===== src/rtl/iterative_math_unit_if.sv =====
// Handshake/operand bundle between the control unit and the iterative math unit.
interface iterative_math_unit_if #(
  parameter int WIDTH = 16
);
  logic             start;
  logic [1:0]       mode;
  logic [WIDTH-1:0] op_a;
  logic [WIDTH-1:0] op_b;
  logic             busy;
  logic             done;
  logic [WIDTH-1:0] res;
  logic [WIDTH-1:0] rem;
  logic [3:0]       flags;

  modport master (output start, mode, op_a, op_b,
                  input  busy, done, res, rem, flags);
  modport slave  (input  start, mode, op_a, op_b,
                  output busy, done, res, rem, flags);
endinterface


===== src/rtl/iterative_math_unit.sv =====
// Multi-cycle coprocessor: factorial, power, restoring division and subtractive GCD
// behind a START/BUSY/DONE handshake; results and {Z,N,C,V} held until next accept.
module iterative_math_unit #(
  parameter int WIDTH = 16,
  parameter int CNT_W = 9
) (
  input  logic                 i_clk,
  input  logic                 i_rst,
  iterative_math_unit_if.slave bus
);
  localparam int PW = 2 * WIDTH;
  localparam int DW = $clog2(WIDTH + 1);
  localparam int CW = (CNT_W > DW) ? CNT_W : DW;

  typedef enum logic [1:0] {S_IDLE, S_RUN, S_FIN} state_t;
  typedef enum logic [1:0] {M_FACT = 2'b00, M_POW = 2'b01, M_DIV = 2'b10, M_GCD = 2'b11} mode_t;

  state_t           r_state, w_state_nxt;
  mode_t            r_mode;
  logic [WIDTH-1:0] r_a, r_b, r_acc, r_res, r_rem;
  logic [CW-1:0]    r_cnt;
  logic             r_ovf;
  logic [3:0]       r_flags;

  logic             w_accept, w_last, w_ovf_nxt;
  logic [WIDTH-1:0] w_a_nxt, w_b_nxt, w_acc_nxt, w_res_fin, w_rem_fin;
  logic [CW-1:0]    w_cnt_nxt;
  logic [PW-1:0]    w_mul_b, w_prod;
  logic [WIDTH:0]   w_trial;

  assign w_accept = bus.start && (r_state == S_IDLE || r_state == S_FIN);

  // One multiplier shared by FACT (times counter) and POW (times latched OP_A).
  assign w_mul_b = (r_mode == M_FACT) ? PW'(r_cnt) : PW'(r_a);
  assign w_prod  = PW'(r_acc) * w_mul_b;
  assign w_trial = {r_acc, r_a[WIDTH-1]} - {1'b0, r_b};

  always_comb begin
    w_a_nxt   = r_a;
    w_b_nxt   = r_b;
    w_acc_nxt = r_acc;
    w_cnt_nxt = r_cnt;
    w_ovf_nxt = r_ovf;
    w_last    = 1'b0;
    w_res_fin = r_acc;
    w_rem_fin = '0;
    case (r_mode)
      M_FACT, M_POW: begin
        if (r_cnt == '0) begin
          w_last = 1'b1;
        end else begin
          w_acc_nxt = w_prod[WIDTH-1:0];
          w_ovf_nxt = r_ovf | (|w_prod[PW-1:WIDTH]);
          w_cnt_nxt = r_cnt - CW'(1);
          w_last    = (r_cnt == CW'(1));
        end
        w_res_fin = w_acc_nxt;
      end
      M_DIV: begin
        if (r_b == '0) begin
          w_last    = 1'b1;
          w_res_fin = '1;
          w_rem_fin = r_a;
          w_ovf_nxt = 1'b1;
        end else begin
          // r_a shifts the dividend out and the quotient in; r_acc is the partial remainder.
          if (!w_trial[WIDTH]) begin
            w_acc_nxt = w_trial[WIDTH-1:0];
            w_a_nxt   = {r_a[WIDTH-2:0], 1'b1};
          end else begin
            w_acc_nxt = {r_acc[WIDTH-2:0], r_a[WIDTH-1]};
            w_a_nxt   = {r_a[WIDTH-2:0], 1'b0};
          end
          w_cnt_nxt = r_cnt - CW'(1);
          w_last    = (r_cnt == CW'(1));
          w_res_fin = w_a_nxt;
          w_rem_fin = w_acc_nxt;
        end
      end
      M_GCD: begin
        if (r_a == '0 || r_b == '0 || r_a == r_b) begin
          w_last    = 1'b1;
          w_res_fin = (r_b == '0) ? r_a : r_b;
        end else if (r_a > r_b) begin
          w_a_nxt = r_a - r_b;
        end else begin
          w_b_nxt = r_b - r_a;
        end
      end
    endcase
  end

  always_comb begin
    w_state_nxt = r_state;
    case (r_state)
      S_IDLE:  if (bus.start) w_state_nxt = S_RUN;
      S_RUN:   if (w_last) w_state_nxt = S_FIN;
      S_FIN:   w_state_nxt = bus.start ? S_RUN : S_IDLE;
      default: w_state_nxt = S_IDLE;
    endcase
  end

  always_ff @(posedge i_clk) begin
    if (i_rst) begin
      r_state <= S_IDLE;
      r_mode  <= M_FACT;
      r_a     <= '0;
      r_b     <= '0;
      r_acc   <= '0;
      r_cnt   <= '0;
      r_ovf   <= 1'b0;
      r_res   <= '0;
      r_rem   <= '0;
      r_flags <= '0;
    end else begin
      r_state <= w_state_nxt;
      if (w_accept) begin
        r_mode  <= mode_t'(bus.mode);
        r_a     <= bus.op_a;
        r_b     <= bus.op_b;
        r_ovf   <= 1'b0;
        r_res   <= '0;
        r_rem   <= '0;
        r_flags <= '0;
        case (mode_t'(bus.mode))
          M_FACT: begin r_acc <= WIDTH'(1); r_cnt <= CW'(bus.op_a[CNT_W-1:0]); end
          M_POW:  begin r_acc <= WIDTH'(1); r_cnt <= CW'(bus.op_b[CNT_W-1:0]); end
          M_DIV:  begin r_acc <= '0;        r_cnt <= CW'(WIDTH);               end
          M_GCD:  begin r_acc <= '0;        r_cnt <= '0;                       end
        endcase
      end else if (r_state == S_RUN) begin
        r_a   <= w_a_nxt;
        r_b   <= w_b_nxt;
        r_acc <= w_acc_nxt;
        r_cnt <= w_cnt_nxt;
        r_ovf <= w_ovf_nxt;
        if (w_last) begin
          r_res   <= w_res_fin;
          r_rem   <= w_rem_fin;
          r_flags <= {(w_res_fin == '0), w_res_fin[WIDTH-1],
                      (r_mode == M_DIV) && (w_rem_fin != '0), w_ovf_nxt};
        end
      end
    end
  end

  assign bus.busy  = (r_state == S_RUN);
  assign bus.done  = (r_state == S_FIN);
  assign bus.res   = r_res;
  assign bus.rem   = r_rem;
  assign bus.flags = r_flags;
endmodule


===== src/flat_wrapper.sv =====
// flat-port wrapper written by rule: the top's interface ports become plain ports
module iterative_math_unit_flat 
#(
  parameter int WIDTH = 16,
  parameter int CNT_W = 9
)
  (i_clk, i_rst, bus_start, bus_mode, bus_op_a, bus_op_b, bus_busy, bus_done, bus_res, bus_rem, bus_flags);
  iterative_math_unit_if #(.WIDTH(WIDTH)) bus_i ();
  input  logic i_clk;
  input  logic i_rst;
  input wire logic [$bits(bus_i.start)-1:0] bus_start;
  input wire logic [$bits(bus_i.mode)-1:0] bus_mode;
  input wire logic [$bits(bus_i.op_a)-1:0] bus_op_a;
  input wire logic [$bits(bus_i.op_b)-1:0] bus_op_b;
  output wire logic [$bits(bus_i.busy)-1:0] bus_busy;
  output wire logic [$bits(bus_i.done)-1:0] bus_done;
  output wire logic [$bits(bus_i.res)-1:0] bus_res;
  output wire logic [$bits(bus_i.rem)-1:0] bus_rem;
  output wire logic [$bits(bus_i.flags)-1:0] bus_flags;
  assign bus_i.start = bus_start;
  assign bus_i.mode = bus_mode;
  assign bus_i.op_a = bus_op_a;
  assign bus_i.op_b = bus_op_b;
  assign bus_busy = bus_i.busy;
  assign bus_done = bus_i.done;
  assign bus_res = bus_i.res;
  assign bus_rem = bus_i.rem;
  assign bus_flags = bus_i.flags;
  iterative_math_unit #(.WIDTH(WIDTH), .CNT_W(CNT_W)) u_core (.i_clk(i_clk), .i_rst(i_rst), .bus(bus_i));
endmodule

===== config.mk =====
export PLATFORM = sky130hd
export DESIGN_NAME = iterative_math_unit_flat
export DESIGN_NICKNAME = d
export VERILOG_FILES = /design/src/rtl/iterative_math_unit_if.sv /design/src/rtl/iterative_math_unit.sv /design/src/flat_wrapper.sv
export SDC_FILE = /design/constraint.sdc
export NUM_CORES = 1
export LEC_CHECK = 0
export ABC_CLOCK_PERIOD_IN_PS = 7500
export CAP_MARGIN = 20
export CORE_AREA = 2 2 198 200
export CTS_CLUSTER_SIZE = 28
export DETAILED_ROUTE_END_ITERATION = 8
export DIE_AREA = 0 0 200 202
export SETUP_SLACK_MARGIN = 0.1
export SKIP_LAST_GASP = 1
export SLEW_MARGIN = 20
export SYNTH_ARGS = -nofsm -noshare
export SYNTH_HDL_FRONTEND = slang
export SYNTH_SLANG_ARGS = --single-unit

===== constraint.sdc =====
create_clock -name i_clk -period 7.5 [get_ports i_clk]
set_input_delay 2.25 -clock i_clk [delete_from_list [all_inputs] [get_ports i_clk]]
set_output_delay 2.25 -clock i_clk [all_outputs]
set_load 0.03 [all_outputs]

# Yosys cells after proc, flatten, opt, wreduce, memory -nomap -nowiden
# Index checks and enable logic that the tools add are counted.
[totals]
out_inout_bits = 38
ff_bits = 98
word_cells = 106
input_bits = 37
[classes]
n_addsub = 4
n_lt_le_gt_ge = 1
bitwise_logic = 1
n_mul = 1
n_eq_ne = 18
reduce_logical = 28
muxes = 43
[op_table]
columns = ["cell", "count"]
rows = [
  ["16-bit 2-to-1 mux", 21],
  ["16-bit one-hot mux with 2 select lines", 3],
  ["16-bit zero test", 3],
  ["16-bit one-hot mux with 3 select lines", 1],
  ["9-bit 2-to-1 mux", 4],
  ["9-bit one-hot mux with 4 select lines", 1],
  ["16-bit by 32-bit multiplier with 32-bit output", 1],
  ["16-bit subtractor", 2],
  ["9-bit one-hot mux with 2 select lines", 1],
  ["17-bit by 16-bit subtractor with 17-bit output", 1],
  ["16-bit equality test", 1],
  ["16-bit greater-than comparator", 1],
  ["16-bit nonzero test", 1],
  ["16-bit OR reduction", 1],
  ["2-bit equality test, second input constant", 5],
  ["9-bit by 1-bit equality test with 1-bit output, second input constant", 1],
  ["9-bit zero test", 1],
  ["3-bit by 2-bit inequality test with 1-bit output, second input constant", 3],
  ["9-bit by 1-bit subtractor with 9-bit output, second input constant", 1],
  ["4-bit AND reduction", 2],
  ["2-bit OR reduction", 4],
  ["1-bit 2-to-1 mux", 7],
  ["2-bit by 1-bit equality test with 1-bit output, second input constant", 3],
  ["2-bit zero test", 3],
  ["other kinds (15)", 24],
]

# Logic depth before layout (Yosys ltp)
# Gate-level depths: netlist of run 1.
[logic_depth]
word_depth = 7
ltp_mapped = 31
mapped_depth_nobuf = 27

# Worst setup path before layout of run 1
# No wires, ideal clock.
[synth_timing]
kind = "reg-to-reg"
start = "register u_core.r_mode[0]"
end = "register u_core.r_flags[0] (netlist: u_core.bus.flags[0])"
n_path_buf = 4
setup_time_ns = 0.124
t_required_ns = 7.376
synth_period_minus_slack_ns = 7.090
path_slack_ns = 0.410
arrival_ns = 6.965
stages_incl_launch_ff = 29
cell_sequence = "dfxtp_1 > inv_1 > clkbuf_1 > nand2_1 > clkbuf_1 > mux2_2 > clkbuf_1 > nand2_1 > fa_1 > inv_1 > fa_1 > inv_1 > fa_1 > fa_1 > fa_1 > fa_1 > inv_1 > ha_1 > clkbuf_1 > nand4_1 > o221a_2 > o21ai_1 > a21oi_1 > nor3b_1 > a31o_1 > nor4b_1 > nand4_1 > nor4b_2 > o21ai_1"
[synth_between]
elab_chain_cells = 7
elab_cells_between_ends = 13
cone_classes = "mul: 1; eq/ne: 3; mux: 4; bitwise: 1; reduce/logical: 4"
[synth_lines]
columns = ["item", "line_no", "source"]
rows = [
  ["start, declared", "iterative_math_unit.sv:19", "mode_t r_mode;"],
  ["start signal, assigned", "iterative_math_unit.sv:118", "r_mode <= mode_t'(bus.mode);"],
  ["2-bit zero test", "iterative_math_unit.sv:34, iterative_math_unit.sv:47", ""],
  ["16-bit 2-to-1 mux", "iterative_math_unit.sv:34", "assign w_mul_b = (r_mode == M_FACT) ? PW'(r_cnt) : PW'(r_a);"],
  ["16-bit by 32-bit multiplier with 32-bit output", "iterative_math_unit.sv:35", "assign w_prod = PW'(r_acc) * w_mul_b;"],
  ["16-bit OR reduction", "iterative_math_unit.sv:53", "w_ovf_nxt = r_ovf | (|w_prod[PW-1:WIDTH]);"],
  ["1-bit bitwise OR", "iterative_math_unit.sv:53", ""],
  ["1-bit 2-to-1 mux", "iterative_math_unit.sv:49", "if (r_cnt == '0) begin"],
  ["1-bit one-hot mux with 2 select lines", "iterative_math_unit.sv:47", "case (r_mode)"],
  ["end signal, assigned", "iterative_math_unit.sv:140", "r_flags <= {(w_res_fin == '0), w_res_fin[WIDTH-1],"],
  ["end, declared", "iterative_math_unit.sv:23", "logic [3:0] r_flags;"],
]
# Several ways; a longest one is shown, not always the timed one.
# A chain may end at the register's enable or synchronous reset.

# Worst setup path after layout of run 1
# Same ends and word-level chain as after synthesis.

==> results by group, run 1 <==
Synthesis
  • Post-synth EDFFs: 0
  • Sequential fraction of the synthesis area: 11.5%
  • Post-Synthesis Cells: 2131
  • Fraction of registers with async set/reset: 0%
  • Synth area leader: fa_1
  • Fraction of post-synthesis cell area in the top cell type by area: 23.3%
  • Yosys cell types: 82
  • Most common cell in the netlist: nand2_1
  • Mapped Area: 16900 um^2
  • Synth cell count leaders: nand2_1 (258), inv_1 (251), fa_1 (197), a21oi_1 (159), ha_1 (153)
  • Syn Nets: 2518
  • Ys Warns: 0
  • Most used DFF post-synth: dfxtp_1
  • Yosys reg bits: 97
  • Most area-consuming cells after synthesis: fa_1 (23%), dfxtp_1 (11%), ha_1 (11%), nand2_1 (5.7%), inv_1 (5.6%)
  • Syn Area/Cell: 7.95 um^2

Critical path
  • Crit path largest cell delay: 0.56 ns
  • Worst EP arrival: 7.36 ns
  • Critical path launch point type: flop
  • Critical Path RT: 7.76 ns
  • CP Cell Sequence: inv_1, nand2_2, mux2_2, buf_4, and2_1, fa_1, inv_1, fa_1, fa_1, fa_1, inv_1, fa_1, fa_1, ha_1, and2_1, a31oi_2, nor4b_1, nor3b_1, a31o_1, nor4b_1, nand4_1, nor4b_2, o21ai_1
  • Delay-heaviest family, CP: adder cells
  • Reg-to-reg startpoint: u_core.r_mode[0]$_SDFFE_PP0P_
  • CP dominant cell by count: fa_1
  • Path depth of the worst reg2reg path: 23
  • Worst Setup End Kind: flop
  • Critical setup path kind: reg2reg
  • Buffers & Inverters on Critical Path: 4
  • Flop2flop setup slack: 0.40 ns
  • Max FO, Critical Path: 13
  • Reg2reg end: u_core.bus.flags[0]$_SDFFE_PP0P_
  • Critical path's slowest cell: fa_1

Timing
  • Hold WS: 0.458 ns
  • Final worst setup slack: 0.400 ns
  • Fin crit share: 94.7%
  • Max-slew headroom: 27.5%
  • Final min period: 7.10 ns
  • Fin. max-slew vios: 0
  • TNS Setup: 0 ns
  • Final Skew: 0.0231 ns
  • Unrepaired setup endpoints after global routing: true
  • Final setup vio count: 0
  • Least-Margin Pin Slew: 1.08 ns
  • Fmax: 141 MHz
  • Final Hold Viols: 0

Clock tree
  • CTS tree: yes
  • Clk_lat worst skew: 0.37 ns
  • # clock sinks: 97
  • Cts bufs inserted: 9
  • Root Buffer: clkbuf_16
  • Post-CTS Hold Fix Bufs: 0
  • Clk slew on worst S/H paths: 0.09 ns
  • Post-CTS Resized: 0
  • Postcts setup bufs: 0
  • Clock tree buffer depth: 2
  • Htree depth: 3

Detailed routing
  • First-pass DRT Iterations: 5
  • DRC: 0
  • Final ANT Viol Nets: 0
  • WL per Instance: 21.7 um
  • Total number of vias: 15741
  • Drt initial violations: 1477
  • Vias/cell: 5.91
  • Detailed-route wire length: 57800 um

Power and ir drop
  • Maximum VDD drop: 0.0990 mV
  • Leak: 7.76 nW
  • PwrDens: 129 nW/um^2

Place
  • Global placement routability congestion: 0.956
  • Hpwl dp: 46100 um
  • Placed Cells: 2649
  • Place WS: 0.357 ns
  • Port-buffer cells: 74

Global routing
  • Largest net degree at the start of global routing: 55
  • Vias in the first global route: 15687
  • Overflow after GRT: 0
  • First-pass GRT wire length: 90900 um
  • GRT Util Overall: 29.2%
  • Antenna violations before repair: 0

Cells and area
  • Layout Cells excl Fill: 2665
  • Share of cells above drive strength 1: 6.10%
  • Nets: 2529
  • Area Growth Syn to Fin: 9.92%

Floorplanning
  • Die Y: 202 um
  • Width of the die: 200 um
  • IO Count: 75
  • Num rows: 72
  • Die area: 40400 um^2
  • Core area: 38300 um^2
  • Initial Util: 44.3%

Run status
  • Outcome: finished, final reports clean

Hold path
  • Min-delay src: u_core.bus.rem[1]$_SDFFE_PP0P_
  • Worst Hold End: u_core.bus.rem[1]$_SDFFE_PP0P_
  • Hold WC Path Type: reg2reg
  • Hold Crit Depth: 2

Job
  • Max-cap violation count: 0
==> through the flow <==
stage | power (mW) | util, % | instance area [um^2]
detailed placement | 1.81 | 47.7 | 18300
global route | 2.52 | 48.7 | 18600
CTS | 2.37 | 48.6 | 18600
finish | 2.40 | 48.7 | 18600
floorplan | 1.41 | - | 16900
global placement | 1.80 | 47.7 | 18300
==> worst max path at each step <==
stage                                  start                               end  slack, ns  depth (start not counted)
4_1_cts        u_core.r_mode[0]$_SDFFE_PP0P_  u_core.bus.flags[0]$_SDFFE_PP0P_       0.37                         23
6_report       u_core.r_mode[0]$_SDFFE_PP0P_  u_core.bus.flags[0]$_SDFFE_PP0P_       0.40                         23
3_3_place_gp   u_core.r_mode[0]$_SDFFE_PP0P_  u_core.bus.flags[0]$_SDFFE_PP0P_       0.47                         23
2_1_floorplan  u_core.r_mode[0]$_SDFFE_PP0P_  u_core.bus.flags[0]$_SDFFE_PP0P_       0.41                         28
3_5_place_dp   u_core.r_mode[0]$_SDFFE_PP0P_  u_core.bus.flags[0]$_SDFFE_PP0P_       0.36                         25
5_1_grt        u_core.r_mode[1]$_SDFFE_PP0P_  u_core.bus.flags[0]$_SDFFE_PP0P_       0.09                         22
==> cell type report <==
type	instances	area [um^2]
tap	518	648
inverter	251	942
timing repair buffer	141	1240
sequential	97	1940
fill	3776	19700
multi-input combinational	1642	13500
clock buffer	9	225
clock inverter	6	113
antenna	1	2.50
==> sequential cells by signal, indices dropped and copies added, names as in the netlist <==
register          count
u_core.r_ovf          1
u_core.r_cnt          9
u_core.r_state        2
u_core.r_mode         2
u_core.bus.flags      4
u_core.r_acc         16
u_core.bus.rem       16
u_core.r_b           16
u_core.r_a           16
u_core.bus.res       15
==> layout by cell type, fill, tap and decap left out, types with 16 or more instances in the layout <==
cell | Yosys | final
nand2_1 | 258 | 257
inv_1 | 251 | 251
fa_1 | 197 | 197
a21oi_1 | 159 | 158
ha_1 | 153 | 153
nor2_1 | 110 | 108
and2_1 | 103 | 103
dfxtp_1 | 97 | 97
o21ai_0 | 93 | 92
clkdlybuf4s50_1 | 0 | 73
buf_4 | 4 | 66
nand3_1 | 47 | 47
mux2i_1 | 41 | 41
a21o_1 | 33 | 33
a211oi_1 | 31 | 31
xnor2_1 | 30 | 30
o211ai_1 | 28 | 28
nor3_1 | 26 | 26
xor2_1 | 25 | 25
nor2b_1 | 23 | 22
and3_1 | 20 | 20
nand3b_1 | 18 | 18
nor4_1 | 16 | 16
==> metal layers <==
metal	routed length [um]	up-vias	global-route usage, %
li1	-	7194	-
met1	26300	7786	43.2
met2	25100	661	44.3
met3	4560	100	3.54
met4	1830	0	8.73
met5	0	-	0
==> where the power goes <==
group | internal (mW) | total [mW] | leakage (nW) | switching (mW)
clock | 0.327 | 0.566 | 0.166 | 0.239
combinational | 0.439 | 1.23 | 6.81 | 0.790
sequential | 0.549 | 0.608 | 0.790 | 0.0594
total | 1.31 | 2.40 | 7.76 | 1.09
==> logic make-up (layout without fill, tap and decap cells) <==
kind of cell	after synthesis	after routing	synth area share, %
adders and majority gates	350	350	34.6
DFF	97	97	11.5
muxes	58	58	3.55
other	0	1	0
buffers and inverters	392	407	8.94
xor gates and xnor gates	55	55	2.84
and+or+nand+nor	692	692	20.2
AOI/OAI and AO/OA	487	487	18.4
==> worst min-delay path: cells and delay by family (launching register included) <==
kind / cells / cell delay [ns]
AND/OR/NAND/NOR: 1 / 0.05
AO/OA/AOI/OAI: 1 / 0.05
flip-flops: 1 / 0.31
(Power assumes the default switching activity.)
==> run 2: changes to the inputs <==
--- a/config.mk
+++ b/config.mk
@@ -5,13 +5,14 @@
 export SDC_FILE = /design/constraint.sdc
 export NUM_CORES = 1
 export LEC_CHECK = 0
-export ABC_CLOCK_PERIOD_IN_PS = 7500
+export ABC_CLOCK_PERIOD_IN_PS = 8100
 export CAP_MARGIN = 20
 export CORE_AREA = 2 2 198 200
 export CTS_CLUSTER_SIZE = 28
 export DETAILED_ROUTE_END_ITERATION = 8
 export DIE_AREA = 0 0 200 202
 export SETUP_SLACK_MARGIN = 0.1
+export SKIP_CTS_REPAIR_TIMING = 1
 export SKIP_LAST_GASP = 1
 export SLEW_MARGIN = 20
 export SYNTH_ARGS = -nofsm -noshare
==> constraint.sdc (replaced) <==
create_clock -name i_clk -period 8.1 [get_ports i_clk]
set_input_delay 2.43 -clock i_clk [delete_from_list [all_inputs] [get_ports i_clk]]
set_output_delay 2.43 -clock i_clk [all_outputs]
set_load 0.03 [all_outputs]
==> results by group, run 2 (synthesized netlist as in run 1, its figures left out) <==
Run status
  • Outcome: finished, final reports clean (unchanged)

Timing
  • TNS Setup: 0 ns (unchanged)
  • Final min period: 7.35 ns (was 7.10 ns)
  • Final setup vio count: 0 (unchanged)
  • Fin. max-slew vios: 0 (unchanged)
  • Final Hold Viols: 0 (unchanged)
  • Least-Margin Pin Slew: 1.13 ns (was 1.08 ns)
  • Fmax: 136 MHz (was 141 MHz)
  • Unrepaired setup endpoints after global routing: false (was true)
  • Fin crit share: 90.7% (was 94.7%)
  • Max-slew headroom: 24.3% (was 27.5%)
  • Final Skew: 0.0115 ns (was 0.0231 ns)
  • Final worst setup slack: 0.753 ns (was 0.400 ns)

Critical path
  • Max FO, Critical Path: 16 (was 13)
  • Critical Path RT: 8.36 ns (was 7.76 ns)
  • Worst Setup End Kind: flop (unchanged)
  • Critical path launch point type: flop (unchanged)
  • CP Cell Sequence: inv_1, a21oi_1, buf_4, nand2_1, fa_1, fa_1, inv_1, fa_1, inv_1, fa_1, fa_1, fa_1, inv_1, ha_1, nand4_1, o221a_2, o21ai_1, a21oi_1, nor3b_1, a31o_1, nor4b_1, nand4_1, nor4b_2, o21ai_1 (was inv_1, nand2_2, mux2_2, buf_4, and2_1, fa_1, inv_1, fa_1, fa_1, fa_1, inv_1, fa_1, fa_1, ha_1, and2_1, a31oi_2, nor4b_1, nor3b_1, a31o_1, nor4b_1, nand4_1, nor4b_2, o21ai_1)
  • CP dominant cell by count: fa_1 (unchanged)
  • Critical path's slowest cell: fa_1 (unchanged)
  • Worst EP arrival: 7.61 ns (was 7.36 ns)
  • Crit path largest cell delay: 0.61 ns (was 0.56 ns)
  • Critical setup path kind: reg2reg (unchanged)

Power and ir drop
  • Comb power frac: 52.5% (was 51.2%)
  • Leak: 7.65 nW (was 7.76 nW)
  • Sequential power share: 27.0% (was 25.3%)
  • PwrDens: 115 nW/um^2 (was 129 nW/um^2)
  • Clock Power Share: 20.5% (was 23.6%)
  • NetSw: 1.00 mW (was 1.09 mW)
  • Maximum VDD drop: 0.110 mV (was 0.0990 mV)
  • Pint: 1.12 mW (was 1.31 mW)
  • Sw frac: 47.2% (was 45.3%)

Cells and area
  • Nets: 2514 (was 2529)
  • Ant diodes: 0 (was 1)
  • Area Growth Syn to Fin: 8.79% (was 9.92%)
  • Flip-flop and latch area: 1940 um^2 (unchanged)
  • Multi-input gate area: 13500 um^2 (about the same)
  • Most common cell after layout, fill and taps aside: nand2_1 (unchanged)
  • Fillers: 3777 (was 3776)
  • Commonest cells after routing, fill and taps aside: nand2_1 (258), inv_1 (251), fa_1 (197) (was nand2_1 (257), inv_1 (251), fa_1 (197))
  • Share of cells above drive strength 1: 5.39% (was 6.10%)

Place
  • Port-buffer cells: 74 (unchanged)
  • Global placement routability congestion: 0.953 (was 0.956)
  • Place WS: 0.826 ns (was 0.357 ns)
  • Hpwl dp: 46000 um (was 46100 um)

Clock tree
  • Clk_lat worst skew: 0.38 ns (was 0.37 ns)
  • CTS tree: yes (unchanged)
  • Cts bufs inserted: 9 (unchanged)
  • Htree depth: 3 (unchanged)
  • Clk slew on worst S/H paths: 0.08 ns (was 0.09 ns)
  • # clock sinks: 97 (unchanged)
  • Root Buffer: clkbuf_16 (unchanged)
  • Clock tree buffer depth: 2 (unchanged)

Global routing
  • Antenna violations before repair: 0 (unchanged)
  • First-pass GRT wire length: 90500 um (was 90900 um)
  • Vias in the first global route: 15432 (was 15687)
  • Overflow after GRT: 0 (unchanged)
  • GRT Util Overall: 29.3% (was 29.2%)
  • Largest net degree at the start of global routing: 46 (was 55)

Detailed routing
  • Total number of vias: 15672 (was 15741)
  • DRC: 0 (unchanged)
  • Drt initial violations: 1622 (was 1477)
  • Vias/cell: 5.91 (about the same)
  • Detailed-route wire length: 58200 um (was 57800 um)
  • Final ANT Viol Nets: 0 (unchanged)
  • WL per Instance: 22.0 um (was 21.7 um)
  • First-pass DRT Iterations: 6 (was 5)

Floorplanning
  • Die Y: 202 um (unchanged)
  • Width of the die: 200 um (unchanged)
  • Num rows: 72 (unchanged)
  • IO Count: 75 (unchanged)
  • Core area: 38300 um^2 (unchanged)
  • Initial Util: 44.3% (unchanged)
  • Die area: 40400 um^2 (unchanged)

Job
  • Max-cap violation count: 0 (unchanged)

Hold path
  • Hold WC Path Type: reg2reg (unchanged)
[run 2: power by group through the flow]
stage / clock network (mW) / registers [mW] / logic [mW]
detailed placement: 0 / 0.580 / 1.08
floorplan: 0 / 0.554 / 0.754
global route: 0.458 / 0.575 / 1.20
global placement: 0 / 0.581 / 1.07
finish: 0.435 / 0.573 / 1.11
CTS: 0.439 / 0.570 / 1.08
[run 2: critical path, delay by kind of cell (launching register included)]
family	cells	cell delay [ns]
flip-flops	1	0.58
AND/OR/NAND/NOR	6	1.24
AO/OA/AOI/OAI	6	1.17
buffers and inverters	5	0.69
adder cells (fa/ha/maj)	7	3.54
[run 2: path summary, 6_finish.rpt]
path / depth (start not counted) / to / startpoint / slack [ns]
worst max-delay path: 24 / u_core.bus.flags[0]$_SDFFE_PP0P_ / u_core.r_a[14]$_SDFFE_PP0P_ / 0.75
worst max register to register: 24 / u_core.bus.flags[0]$_SDFFE_PP0P_ / u_core.r_a[14]$_SDFFE_PP0P_ / 0.75
worst min-delay path: 2 / u_core.bus.rem[10]$_SDFFE_PP0P_ / u_core.bus.rem[10]$_SDFFE_PP0P_ / 0.46
worst min register to register: 2 / u_core.bus.rem[10]$_SDFFE_PP0P_ / u_core.bus.rem[10]$_SDFFE_PP0P_ / 0.46
[run 2: routing by layer]
layer	track usage [%]	vias to the layer above	part of all wire [%]
li1	-	7161	-
met1	43.5	7769	46
met2	43.4	656	43
met3	5.44	86	8.5
met4	8.17	0	2.9
met5	0	-	0
[run 2: layout make-up]
class | count | share of cell area, %
clock buffers | 10 | 1.30
clock inverters | 6 | 0.231
inverters | 251 | 5.11
multi-input cells | 1642 | 73.2
flip-flops and latches | 97 | 10.5
well taps | 518 | 3.51
repair buffers | 126 | 6.09
[run 2: through the flow]
stage	hold slack [ns]	cells	total power, mW	utilization (%)	area, um^2
2_1_floorplan	0.493	2131	1.31	-	16900
3_3_place_gp	0.444	2633	1.65	47.4	18200
3_5_place_dp	0.452	2634	1.66	47.4	18200
4_1_cts	0.461	2650	2.09	48.2	18400
5_1_grt	0.481	2650	2.24	48.2	18400
6_report	0.463	2650	2.12	48.2	18400
==> run 3: changes to the inputs <==
--- a/config.mk
+++ b/config.mk
@@ -7,10 +7,11 @@
 export LEC_CHECK = 0
 export ABC_CLOCK_PERIOD_IN_PS = 8100
 export CAP_MARGIN = 20
-export CORE_AREA = 2 2 198 200
+export CORE_AREA = 2 2 254 156
 export CTS_CLUSTER_SIZE = 28
 export DETAILED_ROUTE_END_ITERATION = 8
-export DIE_AREA = 0 0 200 202
+export DIE_AREA = 0 0 256 158
+export PLACE_DENSITY = 0.62
 export SETUP_SLACK_MARGIN = 0.1
 export SKIP_CTS_REPAIR_TIMING = 1
 export SKIP_LAST_GASP = 1
==> constraint.sdc (replaced) <==
create_clock -name i_clk -period 8.1 [get_ports i_clk]
set_input_delay 2.43 -clock i_clk [delete_from_list [all_inputs] [get_ports i_clk]]
set_output_delay 2.43 -clock i_clk [all_outputs]
set_load 0.05 [all_outputs]
==> results by group, run 3 (synthesized netlist as in run 1, its figures left out) <==
Power and ir drop
  • Sw frac: 47.2% (about the same)
  • NetSw: 1.06 mW (was 1.00 mW)
  • PwrDens: 121 nW/um^2 (was 115 nW/um^2)
  • Sequential power share: 25.4% (was 27.0%)
  • Pint: 1.18 mW (was 1.12 mW)
  • Leak: 7.71 nW (was 7.65 nW)
  • Pwr Total: 2.25 mW (was 2.12 mW)
  • Clock Power Share: 22.7% (was 20.5%)
  • Comb power frac: 51.9% (was 52.5%)
  • Maximum VDD drop: 0.104 mV (was 0.110 mV)

Clock tree
  • Root Buffer: clkbuf_16 (unchanged)
  • Cts bufs inserted: 9 (unchanged)
  • Clk slew on worst S/H paths: 0.08 ns (about the same)
  • # clock sinks: 97 (unchanged)
  • Clk_lat worst skew: 0.38 ns (about the same)
  • CTS tree: yes (unchanged)
  • Clock tree buffer depth: 2 (unchanged)
  • Htree depth: 3 (unchanged)

Critical path
  • Reg-to-reg startpoint: u_core.r_mode[0]$_SDFFE_PP0P_ (was u_core.r_a[14]$_SDFFE_PP0P_)
  • CP dominant cell by count: fa_1 (unchanged)
  • Crit path largest cell delay: 0.56 ns (was 0.61 ns)
  • Max FO, Critical Path: 16 (unchanged)
  • Worst EP arrival: 7.63 ns (was 7.61 ns)
  • Critical Path Start: u_core.r_mode[0]$_SDFFE_PP0P_ (was u_core.r_a[14]$_SDFFE_PP0P_)
  • Critical Path RT: 8.35 ns (was 8.36 ns)
  • Critical path launch point type: flop (unchanged)
  • Critical path's slowest cell: fa_1 (unchanged)
  • Critical setup path kind: reg2reg (unchanged)
  • Worst Setup End Kind: flop (unchanged)
  • CP Cell Sequence: inv_1, nand2_2, mux2_2, and2_1, fa_1, inv_1, fa_1, inv_1, ha_1, fa_1, fa_1, fa_1, ha_1, a2111oi_0, o21ai_1, a31oi_2, nor4b_2, nor3b_1, a31o_1, nor4b_1, nand4_1, nor4b_2, o21ai_1 (was inv_1, a21oi_1, buf_4, nand2_1, fa_1, fa_1, inv_1, fa_1, inv_1, fa_1, fa_1, fa_1, inv_1, ha_1, nand4_1, o221a_2, o21ai_1, a21oi_1, nor3b_1, a31o_1, nor4b_1, nand4_1, nor4b_2, o21ai_1)

Global routing
  • Antenna violations before repair: 2 (was 0)
  • Overflow after GRT: 0 (unchanged)
  • GRT Util Overall: 30.3% (was 29.3%)
  • Vias in the first global route: 15170 (was 15432)
  • Largest net degree at the start of global routing: 55 (was 46)
  • First-pass GRT wire length: 93600 um (was 90500 um)

Timing
  • Final Hold Viols: 0 (unchanged)
  • TNS Setup: 0 ns (unchanged)
  • Fin. max-slew vios: 0 (unchanged)
  • Least-Margin Pin Slew: 1.10 ns (was 1.13 ns)
  • Final min period: 7.37 ns (was 7.35 ns)
  • Max-slew headroom: 26.3% (was 24.3%)
  • Final Skew: 0.0172 ns (was 0.0115 ns)
  • Fin crit share: 91.0% (was 90.7%)
  • Final worst setup slack: 0.727 ns (was 0.753 ns)
  • Unrepaired setup endpoints after global routing: false (unchanged)
  • Final setup vio count: 0 (unchanged)
  • Fmax: 136 MHz (about the same)

Detailed routing
  • Detailed-route wire length: 61000 um (was 58200 um)
  • First-pass DRT Iterations: 8 (was 6)
  • Final ANT Viol Nets: 0 (unchanged)
  • DRC: 0 (unchanged)
  • DR WL met3: 7420 um (was 4960 um)
  • WL per Instance: 22.9 um (was 22.0 um)
  • Drt initial violations: 1953 (was 1622)
  • Met1 wire length: 29300 um (was 26600 um)
  • Total number of vias: 16005 (was 15672)
  • Met2 wire length: 23200 um (was 24900 um)
  • Top routing layer in use: met5 (was met4)
  • Vias/cell: 6.02 (was 5.91)

Cells and area
  • Nets: 2519 (was 2514)
  • Share of cells above drive strength 1: 5.76% (was 5.39%)
  • Area Growth Syn to Fin: 9.58% (was 8.79%)
  • Layout Cells excl Fill: 2660 (was 2650)
  • Commonest cells after routing, fill and taps aside: nand2_1 (257), inv_1 (251), fa_1 (197) (was nand2_1 (258), inv_1 (251), fa_1 (197))
  • Fillers: 3763 (was 3777)
  • Most common cell after layout, fill and taps aside: nand2_1 (unchanged)

Floorplanning
  • Initial Util: 44.2% (was 44.3%)
  • Die area: 40400 um^2 (about the same)
  • IO Count: 75 (unchanged)
  • Core area: 38300 um^2 (about the same)
  • Die Y: 158 um (was 202 um)
  • Width of the die: 256 um (was 200 um)
  • Num rows: 56 (was 72)

Place
  • Global placement routability congestion: 1.03 (was 0.953)
  • Hpwl dp: 49500 um (was 46000 um)
  • Place WS: 0.520 ns (was 0.826 ns)
  • Port-buffer cells: 74 (unchanged)
  • Placed Cells: 2642 (was 2634)

Hold path
  • Hold WC Path Type: reg2reg (unchanged)
  • Min-delay src: u_core.bus.res[11]$_SDFFE_PP0P_ (was u_core.bus.rem[10]$_SDFFE_PP0P_)

Run status
  • Outcome: finished, final reports clean (unchanged)

Job
  • Max-cap violation count: 0 (unchanged)
==> run 3: final cells by class <==
type,instances,area (um^2),share of cell area (%)
flip-flops and latches,97,1940,10.5
repair buffers,131,1170,6.31
diodes,1,2.50,0.0135
well taps,522,653,3.52
clock buffers,9,225,1.21
inverters,251,942,5.07
multi-input cells,1642,13500,72.8
clock inverters,7,113,0.606
==> run 3: final timing paths <==
| check | slack (ns) | cells past startpoint | endpoint |
|---|---|---|---|
| max | 0.73 | 23 | u_core.bus.flags[0]$_SDFFE_PP0P_ |
| min | 0.46 | 2 | u_core.bus.res[11]$_SDFFE_PP0P_ |
| max reg2reg | 0.73 | 23 | u_core.bus.flags[0]$_SDFFE_PP0P_ |
| min reg2reg | 0.46 | 2 | u_core.bus.res[11]$_SDFFE_PP0P_ |
==> run 3: worst max-delay path: cells and delay by family (launching register included) <==
family | cells | cell delay (ns)
AOI/OAI and AO/OA | 5 | 1.06
adders and majority gates | 7 | 3.17
buffers and inverters | 3 | 0.15
DFF | 1 | 0.33
and+or+nand+nor | 7 | 1.96
muxes | 1 | 0.55
==> run 3: metrics by stage <==
step                      area [um^2]  hold slack, ns  util (%)
final                           18600           0.460      48.5
after global routing            18600           0.473      48.4
after CTS                       18500           0.461      48.4
after detailed placement        18200           0.449      47.5
after global placement          18200           0.448      47.5
after floorplan                 16900           0.493         -
==> run 3: power groups by stage <==
stage	sequential, mW	clock [mW]	combinational [mW]
2_1_floorplan	0.561	0	0.756
3_3_place_gp	0.578	0	1.10
3_5_place_dp	0.577	0	1.11
4_1_cts	0.566	0.510	1.12
5_1_grt	0.573	0.528	1.24
6_report	0.571	0.509	1.17
==> run 3: per-layer routing <==
layer,track usage [%],vias up
met3,9.62,64
met5,0,-
met4,4.68,10
met2,40.4,818
met1,47.3,7940
li1,-,7173
